File: src/rtl/loop_over_all_nibbles_pkg.sv
// Shared types and constants for the nibble-serial adder.
package loop_over_all_nibbles_pkg;

  localparam int unsigned WORD_W  = 32;
  localparam int unsigned NIB_W   = 4;
  localparam int unsigned NIB_CNT = 8;
  localparam int unsigned IDX_W   = 3;

  localparam logic [IDX_W-1:0] INCREMENT = 3'd0;
  localparam logic [IDX_W-1:0] BITS_8    = 3'd1;
  localparam logic [IDX_W-1:0] BITS_12   = 3'd2;
  localparam logic [IDX_W-1:0] BITS_16   = 3'd3;
  localparam logic [IDX_W-1:0] BITS_32   = 3'd7;

  typedef struct packed {
    logic carry_in;
    logic subtract;
  } AluCtrl;

  typedef enum logic {
    ST_READY = 1'b0,
    ST_DONE  = 1'b1
  } state_e;

  // Effective word2 nibble above N, after optional inversion for subtract.
  function automatic logic [NIB_W-1:0] ext_nibble(input logic negative, input logic subtract);
    return {NIB_W{negative ^ subtract}};
  endfunction

endpackage

File: src/rtl/loop_over_all_nibbles_nibble_adder.sv
// 4-bit adder with carry in/out.
module nibble_adder
  import loop_over_all_nibbles_pkg::*;
(
  input  logic [NIB_W-1:0] a,
  input  logic [NIB_W-1:0] b,
  input  logic             cin,
  output logic [NIB_W-1:0] sum,
  output logic             cout
);

  assign {cout, sum} = 5'(a) + 5'(b) + 5'(cin);

endmodule

File: src/rtl/loop_over_all_nibbles.sv
// Nibble-serial 32-bit adder with sign extension and early termination.
module loop_over_all_nibbles
  import loop_over_all_nibbles_pkg::*;
(
  input  logic              clk,
  input  logic              rst_n,
  input  logic              loop_perm_to_count,
  input  AluCtrl            ctrl,
  input  logic [IDX_W-1:0]  loop_nibbles_number,
  input  logic              word2_is_negative,
  input  logic [WORD_W-1:0] word1,
  input  logic [WORD_W-1:0] word2,
  input  logic [WORD_W-1:0] preinit_result,
  output logic [WORD_W-1:0] result,
  output logic              busy
);

  state_e             state_q, state_d;
  logic [WORD_W-1:0]  res_q, res_d, res_upd;
  logic [IDX_W-1:0]   idx_q, idx_d;
  logic               carry_q, carry_d;

  logic [NIB_W-1:0]   a_nib, b_raw, b_nib, sum_nib, ext_nib;
  logic               cout;
  logic               last_nib;
  logic               active;

  // Operand selection for the current nibble.
  always_comb begin
    ext_nib = ext_nibble(word2_is_negative, ctrl.subtract);
    a_nib   = word1[{idx_q, 2'b00} +: NIB_W];
    b_raw   = (idx_q <= loop_nibbles_number) ? word2[{idx_q, 2'b00} +: NIB_W]
                                             : {NIB_W{word2_is_negative}};
    b_nib   = ctrl.subtract ? ~b_raw : b_raw;
  end

  nibble_adder u_nibble_adder (
    .a    (a_nib),
    .b    (b_nib),
    .cin  (carry_q),
    .sum  (sum_nib),
    .cout (cout)
  );

  // Stop once nothing more can propagate into higher nibbles.
  always_comb begin
    last_nib = (idx_q == 3'd7) ||
               ((idx_q >= loop_nibbles_number) && !cout && (ext_nib == 4'h0));
    active   = loop_perm_to_count && rst_n && (state_q == ST_READY);
    busy     = active && !last_nib;
    res_upd  = res_q;
    res_upd[{idx_q, 2'b00} +: NIB_W] = sum_nib;
    result   = active ? res_upd : res_q;
  end

  // Next-state: idle preload, active nibble step, done hold.
  always_comb begin
    state_d = state_q;
    res_d   = res_q;
    idx_d   = idx_q;
    carry_d = carry_q;
    if (!loop_perm_to_count) begin
      state_d = ST_READY;
      res_d   = preinit_result;
      idx_d   = '0;
      carry_d = ctrl.carry_in;
    end else if (state_q == ST_READY) begin
      res_d   = res_upd;
      carry_d = cout;
      if (last_nib) state_d = ST_DONE;
      else          idx_d   = idx_q + 3'd1;
    end
  end

  always_ff @(posedge clk or negedge rst_n) begin
    if (!rst_n) begin
      state_q <= ST_READY;
      res_q   <= '0;
      idx_q   <= '0;
      carry_q <= 1'b0;
    end else begin
      state_q <= state_d;
      res_q   <= res_d;
      idx_q   <= idx_d;
      carry_q <= carry_d;
    end
  end

endmodule

File: config.mk
export PLATFORM = sky130hd
export DESIGN_NAME = loop_over_all_nibbles
export DESIGN_NICKNAME = d
export VERILOG_FILES = /design/src/rtl/loop_over_all_nibbles_pkg.sv /design/src/rtl/loop_over_all_nibbles_nibble_adder.sv /design/src/rtl/loop_over_all_nibbles.sv
export SDC_FILE = /design/constraint.sdc
export NUM_CORES = 1
export LEC_CHECK = 0
export ABC_CLOCK_PERIOD_IN_PS = 5300
export CAP_MARGIN = 5
export CELL_PAD_IN_SITES_DETAIL_PLACEMENT = 0
export CELL_PAD_IN_SITES_GLOBAL_PLACEMENT = 1
export CORE_ASPECT_RATIO = 1.4
export CORE_MARGIN = 2
export CORE_UTILIZATION = 32
export DETAILED_ROUTE_END_ITERATION = 8
export PLACE_DENSITY = 0.84
export SYNTH_ARGS = -nofsm -noshare
export SYNTH_HDL_FRONTEND = slang
export SYNTH_HIERARCHICAL = 1
export SYNTH_SLANG_ARGS = --single-unit
File: constraint.sdc
create_clock -name clk -period 5.3 [get_ports clk]
set_clock_uncertainty 0.05 [all_clocks]
set_input_delay 1.06 -clock clk [delete_from_list [all_inputs] [get_ports clk]]
set_output_delay 1.06 -clock clk [all_outputs]
set_load 0.02 [all_outputs]
==> results.md, run 1 <==
- Pre-Repair DR Iteration Count: 4
- Actual slew at the worst max-slew pin: 0.549 ns
- Grt ovf: 0
- Area after DPL: 4780 µm²
- Die X: 88.0 µm
- Max-Cap Viols: 0
- Post-route cell area: 5020 µm²
- Violation count after the first detailed-route iteration: 47
- GR Layer Usage met3: 0.0318
- Met2 GRT Util: 0.339
- Clk slew on worst S/H paths: 0.05 ns
- CTS Buffer Depth: 2
- R2r endpoint: idx_q[1]
- # rows: 42
- Vias per std cell: 4.88
- Slew HR: 0.634
- Synth Flop Type: dfrtp_1
- CORE AREA: 9560 µm²
- Port bufs: 137
- Root buf cell: clkbuf_16
- Post-synthesis async set-or-reset flop share: 1.00
- Final Wtd Congestion: 0.771
- Pre-CTS setup slack: -0.690 ns
- N_diodes: 0
- Hold WC Path Type: reg2reg
- Antenna violations before repair: 0
- CP startpoint: word2[16]
- Worst skew pair latency: 0.28 ns
- Met1 Track Usage GR: 0.188
- Grt peak-use layer: met2
- Fin. max-slew vios: 0
- Leak: 0.00207 µW
- Syn avg cell area: 10.0 µm²
- # DRC: 0
- Period utilization: 0.963
- Most frequent cells in the layout: clkdlybuf4s50_1, nor2_1, mux2i_1, dfrtp_1, a21oi_1
- Hpwl dp: 7.44 mm
- Design Power: 3250 µW
- Post-synth EDFFs: 0
- Worst flop-to-flop path startpoint: idx_q[1]
- Largest net degree at the start of global routing: 48
- Nets: 586
- Final ANT Viol Nets: 0
- Critical path class: in2out
- RSZ-0062 raised after global routing: false
- Syn Std Cell Area: 3160 µm²
- Status: completed
- Die H: 122 µm
- CTS Buf Count: 5
- Power per standard cell area: 647 nW/µm²
- Hold Vio Cnt, Final: 0
- Setup ws final: 0.194 ns
- Final setup viols: 0
- Peak VDD IR: 0.371 mV
- Highest clock rate: 196 MHz
- Initial Util: 0.331
- GRT Overall Usage: 0.174
- Crit path DAT: 4.00 ns
- IO Count: 138
- Synth Register Bits: 37
- Post-Syn Instances: 315
- First-pass GRT wire length: 14.6 mm
- Die Area: 10700 µm²
- CTS tree: done
- Min Tclk post-route: 5.11 ns
- Commonest non-fill, non-tap cell in the layout: clkdlybuf4s50_1
- Share of layout cells above drive strength 1: 0.293
- CTS H-tree lvls: 2
- Crit end category: output port
- Worst Setup EP: busy
- DR WL/cell: 16.1 µm
- FILL cells: 913
- Final TNS setup: 0 ns
- Crit path max fanout: 2
- R2r setup slk: 1.44 ns
- Synth cell types: 39
- Post-synthesis sequential area ratio: 0.293
- DRT Wirelength: 9.67 mm
- Startpoint types: primary input
- Worst path required time: 4.19 ns
- Reg2Reg Depth: 17
- Vias in the first global route: 3143
- YS warnings: 6
- Clock sinks: 37
- Vias: 2928
- Area grow syn2layout: 58.9%
- Syn nets: 433
synth_stat cells, drive strengths merged, types with 2 or more instances:
cell,n,area share
nor2,47,0.071
mux2i,39,0.12
dfrtp,37,0.29
a21oi,35,0.057
mux2,32,0.11
nand2,29,0.034
mux4,16,0.12
buf,12,0.025
ha,11,0.044
clkbuf,10,0.012
inv,10,0.012
xnor2,7,0.019
nor2b,6,0.012
nand2b,3,0.0059
o21ai,3,0.0047
or4,3,0.0095
fa,2,0.013
nand4,2,0.0040
nor3,2,0.0047
critical path, stage by stage:
cell and delay, ns:
clkdlybuf4s50_1 0.40, mux4_2 0.48, nand2_1 0.08, nand2_1 0.07, mux2i_1 0.16, xnor2_1 0.18, fa_2 0.26, inv_2 0.04
fa_2 0.35, nor2b_1 0.11, o21ai_1 0.08, nand2b_1 0.14, nor2_4 0.06, a2111oi_4 0.34, buf_4 0.20
worst min path at each step:
stage / start / end / slack, ns / depth (start not counted)
after floorplan: res_q[3] / res_q[3] / 0.48 / 2
after CTS: res_q[12] / res_q[12] / 0.53 / 2
after detailed placement: res_q[12] / res_q[12] / 0.51 / 2
after global placement: res_q[25] / res_q[25] / 0.50 / 2
after global routing: res_q[17] / res_q[17] / 0.55 / 2
final: res_q[24] / res_q[24] / 0.52 / 2
kinds of logic after synthesis:
group | after synthesis | share of synthesized area
buf+inv | 32 | 0.0483
mux | 87 | 0.352
compound gates | 42 | 0.0732
xor+xnor | 8 | 0.0222
flops | 37 | 0.293
simple gates | 96 | 0.155
fa+ha+maj | 13 | 0.0562
sequential cells by signal, indices dropped and copies added, names as in the netlist:
name and cells:
res_q 32, idx_q 3, carry_q 1, state_q 1
metal layers:
| metal | vias up | wire length (µm) | part of all wire |
|---|---|---|---|
| li1 | 1424 | - | - |
| met1 | 1398 | 3660 | 0.38 |
| met2 | 95 | 5330 | 0.55 |
| met3 | 11 | 546 | 0.056 |
| met4 | 0 | 134 | 0.014 |
| met5 | - | 0 | 0 |
power by group:
part	leakage (µW)	internal (µW)	switching [µW]	total, µW
clock network	0.0000700	184	108	292
registers	0.000421	349	57.4	407
logic	0.00158	1280	1270	2550
total	0.00207	1820	1430	3250
stage by stage:
step                std cells  utilization  hold WS (ns)
floorplan                 315            -         0.485
global placement          585        0.500         0.500
detailed placement        585        0.500         0.514
CTS                       598        0.517         0.526
global route              600        0.525         0.550
finish                    600        0.525         0.517
final cells by class:
class / instances / area, µm² / area share
inverter: 10 / 37.5 / 0.00747
multi-input combinational: 246 / 2190 / 0.437
sequential: 37 / 926 / 0.184
timing repair buffer: 168 / 1560 / 0.310
tap: 132 / 165 / 0.0329
clock buffer: 7 / 143 / 0.0284
repair_timing:
action	CTS	global route
buffers inserted	6	2
resized for setup	130	14
setup endpoints to repair	32	32
hold buffers	0	0
pin swaps	9	9
No activity file was read; power rests on OpenSTA's default activity.
==> inputs of run 2 (changes only) <==
- CORE_MARGIN: 2 -> 1.5
==> results.md, run 2 (same netlist as run 1, synthesis figures left out) <==
- Status: completed
- Area after DPL: 4790 µm² (+0.31%)
- Crit path DAT: 4.01 ns (about the same)
- Area grow syn2layout: 57.4%
- RSZ-0062 raised after global routing: false
- Final TNS setup: 0 ns (unchanged)
- Crit path largest cell delay: 0.34 ns (-0.14 ns)
- Hpwl dp: 7.47 mm (+0.37%)
- Die H: 121 µm (-0.82%)
- Worst Hold Slack: 0.522 ns (+0.00557 ns)
- CTS tree: done
- Final non-filler cell total: 599 (-0.17%)
- Port bufs: 137 (unchanged)
- Antenna violations before repair: 0 (unchanged)
- DR WL/cell: 16.3 µm (+1.0%)
- Worst skew pair latency: 0.27 ns (about the same)
- Clock sinks: 37 (unchanged)
- Most frequent cells in the layout: clkdlybuf4s50_1, nor2_1, mux2i_1, dfrtp_1, a21oi_1
- CTS Buf Count: 5 (unchanged)
- IO Count: 138 (unchanged)
- Pre-Repair DR Iteration Count: 4 (unchanged)
- Max-Cap Viols: 0 (unchanged)
- Final ANT Viol Nets: 0 (unchanged)
- Peak VDD IR: 0.480 mV (+30%)
- Startpoint types: primary input
- Actual slew at the worst max-slew pin: 0.493 ns (-0.0560 ns)
- R2r setup slk: 1.58 ns (+0.14 ns)
- Leak: 0.00202 µW (-2.2%)
- Share of layout cells above drive strength 1: 0.287 (-0.00580)
- Min Tclk post-route: 5.12 ns (+0.0167 ns)
- Dpl cells: 587 (+0.34%)
- Final setup viols: 0 (unchanged)
- Power per standard cell area: 641 nW/µm² (-0.89%)
- GRT Overall Usage: 0.187 (+0.0123)
- Hold WC Path Type: reg2reg
- Number of flip-flops in the largest register: 32 (unchanged)
- CORE AREA: 9510 µm² (-0.55%)
- Slew HR: 0.671 (+0.0374)
- Critical path class: in2out
- First-pass GRT wire length: 15.3 mm (+4.4%)
- Crit end category: output port
- # rows: 42 (unchanged)
- Crit path cell chain: dlygate4sd2_1 -> inv_2 -> ha_4 -> nor2b_4 -> o21ai_2 -> a32oi_4 -> mux2i_1 -> xnor2_1 -> fa_2 -> inv_2 -> fa_2 -> buf_4 -> xnor2_1 -> buf_4 -> buf_6 -> mux2_2 -> buf_6
- Worst Path Buf+Inv: 7 (+4)
- Hold Vio Cnt, Final: 0 (unchanged)
- Delay-heaviest family, CP: buffers and inverters
- CTS H-tree lvls: 2 (unchanged)
- DRT Wirelength: 9.75 mm (+0.86%)
- Fin. max-slew vios: 0 (unchanged)
- Reg with most FFs: res_q
- Vias in the first global route: 3187 (+1.4%)
- Post-route cell area: 4980 µm² (-0.95%)
- Final Wtd Congestion: 0.803 (+4.0%)
- Vias per std cell: 4.93 (+1.1%)
- N_diodes: 0 (unchanged)
- Clk slew on worst S/H paths: 0.05 ns (about the same)
- Cell at the slowest stage of the critical path: fa_2
- Nets: 585 (-0.17%)
- Design Power: 3190 µW (-1.8%)
- CTS Buffer Depth: 2 (unchanged)
- Violation count after the first detailed-route iteration: 42 (-11%)
- Period utilization: 0.967 (+0.00315)
- Die Area: 10500 µm² (-1.9%)
- Post-CTS Hold Fix Bufs: 0 (unchanged)
- Highest clock rate: 195 MHz (-0.33%)
- Largest net degree at the start of global routing: 47 (-2.1%)
- Initial Util: 0.333 (+0.00183)
- Commonest non-fill, non-tap cell in the layout: clkdlybuf4s50_1
- Worst path required time: 4.19 ns (about the same)
- Grt ovf: 0 (unchanged)
- Vias: 2955 (+0.92%)
- Largest regs: res_q (32), idx_q (3)
- Root buf cell: clkbuf_16
- FILL cells: 893 (-2.2%)
- Crit path max fanout: 8 (+6)
- Die X: 87.0 µm (-1.1%)
- # DRC: 0 (unchanged)
==> run 2: cell count changes in the layout (fill, tap and decap cells not counted), sizes merged <==
cell / previous run / this run
buf: 58 / 51
clkdlybuf4s15: 0 / 6
dlygate4sd2: 0 / 1
dlymetal6s2s: 3 / 2
==> run 2: worst paths after layout <==
kind	cells after the start	start	endpoint
min	2	res_q[25]	res_q[25]
max reg2reg	18	idx_q[1]	res_q[18]
max in group asynchronous	2	rst_n	res_q[11]
min reg2reg	2	res_q[25]	res_q[25]
min in group asynchronous	1	rst_n	res_q[31]
max	17	loop_nibbles_number[1]	result[26]
==> run 2: repair_timing <==
action / in CTS / in global routing
resized for setup: 111 / 8
pin swaps: 7 / 5
setup endpoints to repair: 32 / 32
buffers inserted: 5 / 0
==> run 2: final cells by class <==
class                           count  area, µm²  share of cell area
Inverter                           10       37.5             0.00754
Sequential cell                    37        926               0.186
Clock buffer                        7        143              0.0287
Timing Repair Buffer              167       1540               0.309
Tap cell                          132        165              0.0332
Multi-Input combinational cell    246       2170               0.435
==> run 2: worst reg2reg max path: stages (launching register included) <==
cell     delay (ns)
dfrtp_1        0.40
buf_4          0.27
mux4_2         0.54
nand2_1        0.08
nand2_1        0.06
mux2i_1        0.15
xnor2_1        0.18
fa_2           0.26
inv_2          0.04
fa_2           0.34
buf_4          0.14
xnor2_1        0.12
buf_4          0.18
buf_6          0.13
buf_4          0.16
buf_4          0.14
buf_4          0.13
mux2i_1        0.15
a21oi_1        0.08
==> run 2: power by group <==
| part | internal (µW) | total, µW | switching (µW) |
|---|---|---|---|
| registers | 349 | 400 | 51.2 |
| clock network | 185 | 292 | 107 |
| logic | 1220 | 2500 | 1280 |
==> run 2: metal layers <==
layer  wire length, µm  global-route usage  share of wire  up-vias
met5                 0                   0              0        -
met4               221              0.0625          0.023        0
li1                  -                   -              -     1429
met3               547              0.0334          0.056       15
met1              3740               0.206           0.38     1408
met2              5240               0.350           0.54      103
==> run 2: through the flow <==
stage / util / worst slack (ns)
after floorplan: - / 0.228
after global placement: 0.504 / -0.588
after detailed placement: 0.504 / -0.692
after CTS: 0.520 / 0.00948
after global routing: 0.523 / 0.0492
final: 0.523 / 0.177
